<file path="src/rtl/ps2_pkg.sv">
// Shared PS/2 keyboard definitions: receiver FSM encoding and the scancodes
// the VGA stage reacts to.
package ps2_pkg;

  typedef enum logic [1:0] {
    IDLE    = 2'd0,
    DATOS   = 2'd1,
    PARIDAD = 2'd2,
    PARADA  = 2'd3
  } estado_t;

  localparam logic [7:0] BREAK = 8'hF0;
  localparam logic [7:0] UP    = 8'h75;
  localparam logic [7:0] DO    = 8'h72;
  localparam logic [7:0] RI    = 8'h74;
  localparam logic [7:0] LE    = 8'h6B;

endpackage

</file>
<file path="src/rtl/ps2_sync_filtro.sv">
// Two-flop synchronizer plus FILTRO-deep stability filter for the PS/2 clock
// line; emits a one-cycle strobe when the filtered level falls.
module ps2_sync_filtro #(
  parameter int FILTRO = 8
) (
  input  logic CLK,
  input  logic RST,
  input  logic din,
  output logic fall
);

  localparam int CNT_W = (FILTRO > 1) ? $clog2(FILTRO + 1) : 1;

  logic [1:0]       sync_q;
  logic             filt_q;
  logic [CNT_W-1:0] cnt_q;

  // A new level is taken only after FILTRO consecutive samples disagree with
  // the current one, so shorter glitches never reach the edge detector.
  always_ff @(posedge CLK) begin
    if (!RST) begin
      sync_q <= 2'b11;
      filt_q <= 1'b1;
      cnt_q  <= '0;
      fall   <= 1'b0;
    end else begin
      sync_q <= {sync_q[0], din};
      fall   <= 1'b0;
      if (sync_q[1] != filt_q) begin
        if (cnt_q == CNT_W'(FILTRO - 1)) begin
          filt_q <= sync_q[1];
          cnt_q  <= '0;
          fall   <= filt_q;
        end else begin
          cnt_q <= cnt_q + 1'b1;
        end
      end else begin
        cnt_q <= '0;
      end
    end
  end

endmodule

</file>
<file path="src/rtl/ps2_teclado_rx.sv">
// PS/2 keyboard frame receiver (start, 8 data LSB first, parity, stop).
// Build option: define PS2_PARIDAD_CHECK_EN to reject frames with bad odd parity.
//
// state   | meaning
// IDLE    | waiting for a start bit (sampled 0)
// DATOS   | shifting in the 8 data bits
// PARIDAD | capturing the parity bit
// PARADA  | checking the stop bit, publishing or rejecting the byte
module ps2_teclado_rx
  import ps2_pkg::*;
#(
  parameter int FILTRO  = 8,
  parameter int TIMEOUT = 100000
) (
  input  logic       CLK,
  input  logic       RST,
  input  logic       PS2_CLK,
  input  logic       PS2_DATA,
  output logic [7:0] TECLADO_REG,
  output logic [7:0] TECLADO_REG_ANTERIOR,
  output logic       DATO_LISTO,
  output logic       ERROR_TRAMA
);

  localparam int TMO_W = (TIMEOUT > 2) ? $clog2(TIMEOUT) : 1;

  estado_t          state_q, state_d;
  logic [7:0]       shift_q, shift_d;
  logic [2:0]       bits_q, bits_d;
  logic [TMO_W-1:0] tmo_q, tmo_d;
  logic [7:0]       reg_d, ant_d;
  logic             listo_d, error_d;
  logic [1:0]       data_sync_q;
  logic             data_s;
  logic             fall;
  logic             tmo_hit;
  logic             valido;

  ps2_sync_filtro #(.FILTRO(FILTRO)) u_clk_filtro (
    .CLK  (CLK),
    .RST  (RST),
    .din  (PS2_CLK),
    .fall (fall)
  );

  always_ff @(posedge CLK) begin
    if (!RST) data_sync_q <= 2'b11;
    else      data_sync_q <= {data_sync_q[0], PS2_DATA};
  end

  assign data_s  = data_sync_q[1];
  assign tmo_hit = (state_q != IDLE) && (tmo_q == TMO_W'(TIMEOUT - 1));

`ifdef PS2_PARIDAD_CHECK_EN
  logic par_q, par_d;

  always_ff @(posedge CLK) begin
    if (!RST) par_q <= 1'b0;
    else      par_q <= par_d;
  end

  always_comb begin
    par_d = par_q;
    if (fall && state_q == PARIDAD) par_d = data_s;
  end

  assign valido = data_s & (^{shift_q, par_q});
`else
  assign valido = data_s;
`endif

  always_comb begin
    state_d = state_q;
    shift_d = shift_q;
    bits_d  = bits_q;
    reg_d   = TECLADO_REG;
    ant_d   = TECLADO_REG_ANTERIOR;
    listo_d = 1'b0;
    error_d = 1'b0;
    tmo_d   = tmo_q;

    // An edge in the same cycle as the timeout takes priority.
    if (fall) begin
      tmo_d = '0;
      unique case (state_q)
        IDLE: begin
          if (!data_s) begin
            state_d = DATOS;
            bits_d  = 3'd0;
          end
        end
        DATOS: begin
          shift_d = {data_s, shift_q[7:1]};
          bits_d  = bits_q + 3'd1;
          if (bits_q == 3'd7) state_d = PARIDAD;
        end
        PARIDAD: state_d = PARADA;
        PARADA: begin
          state_d = IDLE;
          if (valido) begin
            ant_d   = TECLADO_REG;
            reg_d   = shift_q;
            listo_d = 1'b1;
          end else begin
            error_d = 1'b1;
          end
        end
      endcase
    end else if (tmo_hit) begin
      state_d = IDLE;
      shift_d = '0;
      bits_d  = '0;
      tmo_d   = '0;
      error_d = 1'b1;
    end else if (state_q == IDLE) begin
      tmo_d = '0;
    end else begin
      tmo_d = tmo_q + 1'b1;
    end
  end

  always_ff @(posedge CLK) begin
    if (!RST) begin
      state_q              <= IDLE;
      shift_q              <= '0;
      bits_q               <= '0;
      tmo_q                <= '0;
      TECLADO_REG          <= '0;
      TECLADO_REG_ANTERIOR <= '0;
      DATO_LISTO           <= 1'b0;
      ERROR_TRAMA          <= 1'b0;
    end else begin
      state_q              <= state_d;
      shift_q              <= shift_d;
      bits_q               <= bits_d;
      tmo_q                <= tmo_d;
      TECLADO_REG          <= reg_d;
      TECLADO_REG_ANTERIOR <= ant_d;
      DATO_LISTO           <= listo_d;
      ERROR_TRAMA          <= error_d;
    end
  end

endmodule

</file>
<file path="config.mk">
export PLATFORM = sky130hd
export DESIGN_NAME = ps2_teclado_rx
export DESIGN_NICKNAME = d
export VERILOG_FILES = /design/src/rtl/ps2_pkg.sv /design/src/rtl/ps2_sync_filtro.sv /design/src/rtl/ps2_teclado_rx.sv
export SDC_FILE = /design/constraint.sdc
export NUM_CORES = 1
export LEC_CHECK = 0
export CAP_MARGIN = 20
export CORE_ASPECT_RATIO = 0.75
export CORE_UTILIZATION = 35
export CTS_CLUSTER_DIAMETER = 120
export CTS_CLUSTER_SIZE = 28
export DETAILED_ROUTE_END_ITERATION = 16
export DONT_BUFFER_PORTS = 1
export PLACE_DENSITY = 0.47
export SYNTH_ARGS = -nofsm -noshare
export SYNTH_HDL_FRONTEND = slang
export SYNTH_SLANG_ARGS = --single-unit
</file>
<file path="constraint.sdc">
create_clock -name CLK -period 2.8 [get_ports CLK]
set_input_delay 0.28 -clock CLK [delete_from_list [all_inputs] [get_ports CLK]]
set_output_delay 0.28 -clock CLK [all_outputs]
set_load 0.03 [all_outputs]
</file>
==> impl_metrics.py <==
metrics = {
    "timing": {
        "slew_viol_final": 0,
        "setup_viol": 0,
        "fin_worst_skew_ps": 10.8,
        "relSlewSlack_pct": 56.8,
        "min_period_over_period_pct": 68.6,
        "whs_ps": 27.7,
        "tns_ps": 0,
        "worstMarginPinSlew_ps": 646,
        "max_freq_mhz": 520,
        "rsz0062_at_grt": "no",
        "finalHoldViolCount": 0,
        "setup_ws_ps": 878,
        "period_needed_ps": 1920,
    },
    "critical_path": {
        "endpoint_kind": "flip-flop",
        "crit_type": "reg -> reg",
        "critPathArrivalTime_ps": 2120,
        "critical_path_required_ps": 3000,
        "crit_path_max_fanout": 10,
        "worstSetupStartpointType": "flip-flop",
    },
    "grt": {
        "grt_usage_pct": 13.6,
        "grt_pass1_vias": 1502,
        "antenna_found_initial": 0,
        "grt_overflow": 0,
        "grt_start_max_net_pins": 31,
        "grt_pass1_wl_um": 7000,
    },
    "detailed_routing": {
        "wl_met3_um": 175,
        "drt-initial-drc-count": 76,
        "drt-met1-wl_um": 2290,
        "drtPass1Iterations": 4,
        "via_per_inst": 4.72,
        "routedWlPerCell_um": 11.7,
        "drt_wl_total_um": 4110,
        "route.detailed.drc": 0,
        "topRoutingLayerUsed": "met4",
        "wl_met2_um": 1580,
        "vias": 1651,
        "detail-route-antenna-nets": 0,
    },
    "place": {
        "gp_congestion": 0.781,
        "dp_worst_setup_slack_ps": 859,
        "dp_hpwl_um": 2750,
        "io_buffers": 0,
    },
    "yosys": {
        "ys_ff_latch": 58,
        "ys_async_sr_fraction_pct": 0,
        "synth_cells": 260,
        "synth_top_flop_cell": "dfxtp_1",
        "synth_edf_count": 0,
        "ys_types": 35,
        "seq_area_frac_synth_pct": 49.7,
        "syn-num-nets": 272,
        "synth_warnings": 0,
        "syn_avg_cell_area_sq_um": 8.98,
        "synth_area_sq_um": 2330,
    },
    "die": {
        "core_area_sq_um": 6380,
        "dieArea_sq_um": 7000,
        "ios": 22,
        "start_util_pct": 36.6,
        "die_y_um": 72.7,
        "die-width_um": 96.3,
        "rows": 25,
    },
    "cts": {
        "cts_max_level": 3,
        "cts_buffer_depth": 2,
        "clk_transition_reported_paths_ps": 60,
        "post_cts_buffers": 0,
        "insertion_delay_ps": 330,
        "clock-root-buffer": "clkbuf_8",
        "cts.sinks": 58,
        "numCtsBuffers": 9,
        "cts_tree": "built",
    },
    "worst_hold_path": {
        "hp-class": "in -> reg",
    },
    "flow_run": {
        "drv_cap": 0,
    },
    "power": {
        "p_leak_nw": 0.861,
        "vdd_drop_max_v": 0.000271,
        "pwr_density_cell_nw_per_um2": 640,
    },
    "final_layout": {
        "most-common-layout-cells": "58 x dfxtp_1, 57 x nand2_1, 24 x nor2_1, 17 x a21boi_0, 11 x xnor2_1",
        "nets": 276,
        "drive_gt1_share_pct": 8.18,
        "final_common_cell": "dfxtp_1",
        "area_delta_synth_final_pct": 12.3,
        "antennaDiodeCount": 0,
        "utilization_pct": 41.1,
    },
    "run_status": {
        "status": "finished, final reports clean",
    },
}
-- sequential cells by signal, summed over array words and instances, names as in the netlist --
signal and count:
shift_q 8, TECLADO_REG 8, data_sync_q 2, bits_q 3, u_clk_filtro.sync_q 2, tmo_q 17, ERROR_TRAMA 1, u_clk_filtro.fall 1
state_q 2, TECLADO_REG_ANTERIOR 8, u_clk_filtro.cnt_q 4, DATO_LISTO 1, u_clk_filtro.filt_q 1
-- synthesized netlist by cell type (all sizes together), types with 2 or more instances --
master	n	area, sq um
clkbuf	7	27.5
nand3	8	40.0
xnor2	11	96.3
nor4	6	37.5
ha	8	100
and3	2	12.5
inv	7	26.3
a21boi	17	128
a32o	2	20.0
nand4	6	43.8
mux2i	2	20.0
nand2b	4	25.0
nand2	58	220
nor2	24	90.1
dfxtp	58	1160
o21ai	3	18.8
a21oi	9	45.0
xor2	7	61.3
buf	2	22.5
and2	3	18.8
nor3	6	30.0
-- worst max-delay path, stage by stage (launching register included) --
cell and delay [ps]:
dfxtp_1 380, inv_1 80, ha_1 260, nor4b_1 320
nand4_2 220, o21ai_2 440, nor2_1 90
-- cells by family after synthesis --
kind of cell | Yosys count | share of synthesized area, %
and+or+nand+nor | 122 | 24.2
muxes | 2 | 0.857
DFF | 58 | 49.7
buffers and inverters | 16 | 3.27
xor gates and xnor gates | 18 | 6.75
AOI/OAI and AO/OA | 36 | 10.9
adders and majority gates | 8 | 4.29
-- repair_timing --
| action | CTS | global route |
|---|---|---|
| endpoints found under the hold margin | 0 | 2 |
| setup endpoints to repair | 0 | 0 |
| hold buffers | 0 | 1 |
| gates resized for setup | 0 | 0 |
-- layer usage --
metal  global-route usage [%]  vias up
met5                        0        -
met4                     7.35        0
met1                     19.0      741
li1                         -      881
met3                     5.94        6
met2                     17.0       23
-- through the flow --
stage | std cells | total power, mW | cell area, sq um
after floorplan | 260 | 0.862 | 2330
after global placement | 333 | 0.859 | 2390
after detailed placement | 333 | 0.859 | 2390
after CTS | 349 | 1.72 | 2610
after global routing | 350 | 1.76 | 2620
final | 350 | 1.68 | 2620
-- layout make-up --
cell class | count | area (sq um)
clock buffer | 11 | 141
tap | 81 | 101
sequential | 58 | 1160
timing repair buffer | 2 | 17.5
inverter | 7 | 26.3
clock inverter | 5 | 77.6
multi-input combinational | 186 | 1100
fill | 664 | 3760
-- worst paths after layout --
kind | start | to | slack [ps] | depth (start not counted)
max | state_q[0] | state_q[1] | 880 | 6
min | RST | data_sync_q[1] | 30 | 1
max reg2reg | state_q[0] | state_q[1] | 880 | 6
min reg2reg | u_clk_filtro.sync_q[0] | u_clk_filtro.sync_q[1] | 410 | 1
-- where the power goes --
part	internal [mW]	switching (mW)	leakage [nW]
clock network	0.522	0.315	0.109
registers	0.828	0.00181	0.468
logic	0.00679	0.00477	0.284
total	1.36	0.322	0.861
(Power assumes the default switching activity.)
